### config.mk
export PLATFORM = sky130hd
export DESIGN_NAME = mul_div_unit
export DESIGN_NICKNAME = d
export VERILOG_FILES = /design/src/rtl/mul_div_unit.sv
export SDC_FILE = /design/constraint.sdc
export NUM_CORES = 1
export LEC_CHECK = 0
export CAP_MARGIN = 5
export CORE_AREA = 3 3 178 180
export DETAILED_ROUTE_END_ITERATION = 16
export DIE_AREA = 0 0 181 183
export PLACE_DENSITY_LB_ADDON = 0.3
export SYNTH_ARGS = -nofsm -noshare
export SYNTH_HDL_FRONTEND = slang
export SYNTH_SLANG_ARGS = --single-unit
export TNS_END_PERCENT = 20
### constraint.sdc
create_clock -name clk -period 5.6 [get_ports clk]
set_input_delay 0.56 -clock clk [delete_from_list [all_inputs] [get_ports clk]]
set_output_delay 0.56 -clock clk [all_outputs]
set_load 0.005 [all_outputs]
### src/rtl/mul_div_unit.sv
// Iterative multiply/divide unit with architectural HI/LO registers.
// Shift-add multiply and restoring divide, one bit per cycle, with a final sign-fix step.
module mul_div_unit #(
  parameter int WIDTH = 32
) (
  input  logic             clk,
  input  logic             rst,
  input  logic             start,
  input  logic [2:0]       op,
  input  logic [WIDTH-1:0] a,
  input  logic [WIDTH-1:0] b,
  input  logic             flush,
  output logic             stall,
  output logic             done,
  output logic [WIDTH-1:0] hi,
  output logic [WIDTH-1:0] lo,
  output logic [1:0]       dbg_state
);

  localparam int CW = $clog2(WIDTH) + 1;

  localparam logic [2:0] OP_MULT  = 3'b001;
  localparam logic [2:0] OP_MULTU = 3'b010;
  localparam logic [2:0] OP_DIV   = 3'b011;
  localparam logic [2:0] OP_DIVU  = 3'b100;
  localparam logic [2:0] OP_MTHI  = 3'b101;
  localparam logic [2:0] OP_MTLO  = 3'b110;

  typedef enum logic [1:0] {S_IDLE, S_CALC, S_FIX, S_DONE} state_t;

  state_t             state, state_nxt;
  logic [CW-1:0]      cnt;
  logic [2*WIDTH-1:0] acc;
  logic [WIDTH-1:0]   opnd;
  logic               is_div, neg_main, neg_rem;

  logic               op_mul, op_div, op_signed, div_zero, accept;
  logic [WIDTH-1:0]   a_abs, b_abs;
  logic [WIDTH:0]     mul_sum, rem_sh, rem_diff;
  logic [2*WIDTH-1:0] mul_step, div_step, prod_fix;
  logic [WIDTH-1:0]   q_fix, r_fix;

  assign op_mul    = (op == OP_MULT) || (op == OP_MULTU);
  assign op_div    = (op == OP_DIV)  || (op == OP_DIVU);
  assign op_signed = (op == OP_MULT) || (op == OP_DIV);
  assign div_zero  = op_div && (b == '0);
  assign accept    = (state == S_IDLE) && start && !flush && (op_mul || op_div);
  assign a_abs     = (op_signed && a[WIDTH-1]) ? -a : a;
  assign b_abs     = (op_signed && b[WIDTH-1]) ? -b : b;

  // Multiply: acc = {partial product, remaining multiplier bits}, shifted right each step.
  assign mul_sum  = {1'b0, acc[2*WIDTH-1:WIDTH]} + (acc[0] ? {1'b0, opnd} : '0);
  assign mul_step = {mul_sum, acc[WIDTH-1:1]};

  // Divide: acc = {partial remainder, dividend/quotient}, shifted left each step.
  assign rem_sh   = acc[2*WIDTH-1:WIDTH-1];
  assign rem_diff = rem_sh - {1'b0, opnd};
  assign div_step = rem_diff[WIDTH] ? {rem_sh[WIDTH-1:0], acc[WIDTH-2:0], 1'b0}
                                    : {rem_diff[WIDTH-1:0], acc[WIDTH-2:0], 1'b1};

  assign prod_fix = neg_main ? -acc : acc;
  assign q_fix    = neg_main ? -acc[WIDTH-1:0] : acc[WIDTH-1:0];
  assign r_fix    = neg_rem  ? -acc[2*WIDTH-1:WIDTH] : acc[2*WIDTH-1:WIDTH];

  always_ff @(posedge clk or posedge rst) begin
    if (rst) state <= S_IDLE;
    else     state <= state_nxt;
  end

  always_comb begin
    state_nxt = state;
    case (state)
      S_IDLE: if (accept) state_nxt = div_zero ? S_DONE : S_CALC;
      S_CALC: if (cnt == CW'(WIDTH - 1)) state_nxt = S_FIX;
      S_FIX:  state_nxt = S_DONE;
      S_DONE: state_nxt = S_IDLE;
      default: state_nxt = S_IDLE;
    endcase
    if (flush) state_nxt = S_IDLE;
  end

  assign stall = ((state == S_IDLE) && start && (op_mul || op_div) && !div_zero) ||
                 (state == S_CALC) || (state == S_FIX);
  assign done      = (state == S_DONE) && !flush;
  assign dbg_state = state;

  always_ff @(posedge clk or posedge rst) begin
    if (rst) begin
      cnt      <= '0;
      acc      <= '0;
      opnd     <= '0;
      is_div   <= 1'b0;
      neg_main <= 1'b0;
      neg_rem  <= 1'b0;
      hi       <= '0;
      lo       <= '0;
    end else if (!flush) begin
      case (state)
        S_IDLE: begin
          if (accept) begin
            cnt      <= '0;
            is_div   <= op_div;
            neg_main <= op_signed && (a[WIDTH-1] ^ b[WIDTH-1]);
            neg_rem  <= op_signed && a[WIDTH-1];
            opnd     <= op_div ? b_abs : a_abs;
            acc      <= {{WIDTH{1'b0}}, (op_div ? a_abs : b_abs)};
          end
          if (start && op == OP_MTHI) hi <= a;
          if (start && op == OP_MTLO) lo <= a;
        end
        S_CALC: begin
          acc <= is_div ? div_step : mul_step;
          cnt <= cnt + 1'b1;
        end
        S_FIX: begin
          if (is_div) begin
            hi <= r_fix;
            lo <= q_fix;
          end else begin
            hi <= prod_fix[2*WIDTH-1:WIDTH];
            lo <= prod_fix[WIDTH-1:0];
          end
        end
        default: ;
      endcase
    end
  end

endmodule

==> out/summary.txt <==
Run status = finished clean
Worst-Margin Slew = 1.125 ns
Drt via density = 6.476
Critical setup path kind = input port to primary output
Clk_lat worst skew = 0.45 ns
I/O pin total = 139
DRC viols = 0
Num Clock Sinks = 171
Arr. time, crit path = 3.76 ns
CTS root buffer = clkbuf_16
CTS tree = done
Startpoint types = input port
Power per cell area = 583.5 mW/mm²
Total GRT Usage = 32.35%
Slew HR = 24.32%
Largest area contributor in the netlist = dfrtp_1
EDFF count, synth = 0
Fmax = 231.2 MHz
Resized cells post-CTS = 0
DR pass1 iterations = 6
MaxCap Viol Count = 0
Antenna violations before repair = 1
Share of layout cells above drive strength 1 = 5.040%
Die W = 181 µm
Hold Fails Final Rpt = 0
Top cell type's share of synthesized area = 28.40%
Syn avg cell area = 7.791 µm²
Port Buffer Count = 138
RSZ-0062 raised after global routing = false
Cts hold-fix bufs = 0
First-pass GRT wire length = 84130 µm
DR WL met2 = 24260 µm
Antenna-violating nets left = 0
Vias in the first global route = 14440
Mapped Area = 0.01507 mm²
Initial Utilization = 49.65%
Async S/R FF share, synth = 100.0%
Ant diodes = 0
Length of routed wiring on met1 = 22680 µm
Hpwl dp = 42140 µm
Die extent in y = 183 µm
Syn nets = 2080
Core area = 0.03035 mm²
Syn Inst Count = 1934
Register area share after synthesis = 28.40%
Avg WL per Cell = 23.08 µm
Number of setup violations in the final report = 0
Metal3 WL = 6030 µm
Layout area overhead = 14.46%
Max Root-Sink Buffers = 2
Gr ovfl total = 0
Top FF cell, synth = dfrtp_1
Htree depth = 4
Leakage power = 7.208 nW
Max Slew Vio Count = 0
Routability-driven placement congestion ratio = 1.018
Setup tns final = 0 ns
DRT iter0 DRCs = 1988
Top post-synthesis cells by area = dfrtp_1, o21ai_0, ha_1
Max Used Layer = met5
Synthesized flop and latch total = 171
Crit-path max FO = 5
CP Capture Type = primary output
Die area = 0.03312 mm²
Clock transition at the registers of the reported paths = 0.07 ns
Routed wire length = 55390 µm
Via count = 15540
Min-delay worst type = flip-flop to flip-flop
Critical Path RT = 5.04 ns
Final worst-path cycle share = 77.23%
Clock skew = 0.01270 ns
FP Rows = 64
CTS Buf Count = 17
Pwr Total = 10.06 mW
Pin count of the biggest net entering global routing = 99
YS warnings = 0
Setup repair bufs after CTS = 0
Tmin final = 4.325 ns
Synth cell types = 81
Peak supply drop = 0.0002334 V
Layout Nets = 2137
power by group:
part	total (mW)	switching (mW)	internal, mW
Sequential	2.52	0.740	1.78
Combinational	6.36	3.76	2.60
Clock	1.19	0.569	0.618
Yosys cell counts (all sizes together), types with 41 or more instances:
cell	n
a21o	41
a21oi	170
clkbuf	99
dfrtp	171
ha	73
inv	61
mux2i	45
nand2	226
nor2	185
o21ai	198
xnor2	75
xor2	101
state kept, by name, summed over array words and instances (netlist names), 2 cells and up:
| signal | flops |
|---|---|
| acc | 64 |
| hi | 32 |
| lo | 32 |
| opnd | 32 |
| cnt | 6 |
| dbg_state | 2 |
stage by stage:
step	utilization (%)	std cells	instance area [µm²]	setup slack, ns	hold WS, ns
final	56.83	2400	17250	1.275	0.4776
after global routing	56.83	2400	17250	1.064	0.4961
after CTS	56.83	2400	17250	1.283	0.4847
after detailed placement	55.01	2368	16690	1.290	0.4696
after floorplan	-	1934	15070	0.4082	0.4497
after global placement	55.01	2368	16690	1.300	0.4616
routing by layer:
metal	GRT usage (%)	up-vias
met3	7.180	135
met4	12.58	2
met2	49.80	880
met1	44.70	7425
met5	0	-
li1	-	7100
final timing paths:
check | startpoint | to | slack (ns) | depth (start not counted)
min in group asynchronous | rst | hi[11] | 0.65 | 2
worst min-delay path | hi[7] | hi[7] | 0.48 | 2
worst max register to register | dbg_state[1] | cnt[3] | 1.51 | 10
max in group asynchronous | rst | acc[10] | 3.77 | 3
worst min register to register | hi[7] | hi[7] | 0.48 | 2
worst max-delay path | b[7] | stall | 1.28 | 10
final cells by class:
class                           instances  area [µm²]
Inverter                               62       237.7
Fill cell                            2829       13100
Timing Repair Buffer                  161        1554
Clock inverter                         13       118.9
Sequential cell                       171        4280
Clock buffer                           19       432.9
Multi-Input combinational cell       1578       10130
Tap cell                              396       495.5
critical path, stage by stage:
cell and delay, ns:
clkdlybuf4s50_1 0.47, or4_1 0.61, or4_4 0.52, nor3_1 0.17, nand2_1 0.09, nor2_1 0.22
or4b_1 0.48, inv_1 0.08, o21ai_0 0.09, clkdlybuf4s50_1 0.46
placed cells by master (no fill, tap or decap), types with 6 or more instances in the layout:
master	count
nand2_1	225
o21ai_0	197
nor2_1	183
a21oi_1	170
dfrtp_1	170
clkdlybuf4s50_1	138
xor2_1	100
xnor2_1	74
ha_1	72
inv_1	60
mux2i_1	45
a21o_1	40
nor3_1	39
o211ai_1	36
a211oi_1	33
o31ai_1	27
buf_4	23
nand3_1	22
nand2b_1	22
nor4_1	18
o41ai_1	18
mux2_2	17
clkbuf_16	17
a22oi_1	16
a31oi_1	15
nor2b_1	14
or3_1	14
nand4_1	12
and3_1	12
a221oi_1	10
o221ai_1	10
or4_1	9
and2_1	9
o21a_1	9
nand3b_1	9
o22ai_1	8
o311ai_0	7
o21bai_1	6
inv_6	6
kinds of logic (layout without fill, tap and decap cells):
group,count (synthesis),in the layout,synth area share (%)
AO/OA/AOI/OAI,645,645,26.90
flip-flops,171,171,28.40
buffers and inverters,185,255,4.716
multiplexers,62,62,4.260
AND/OR/NAND/NOR,620,620,19.12
XOR/XNOR,176,176,10.28
adder cells (fa/ha/maj),75,75,6.327
Note: power is estimated with default switching activity, not from simulation.
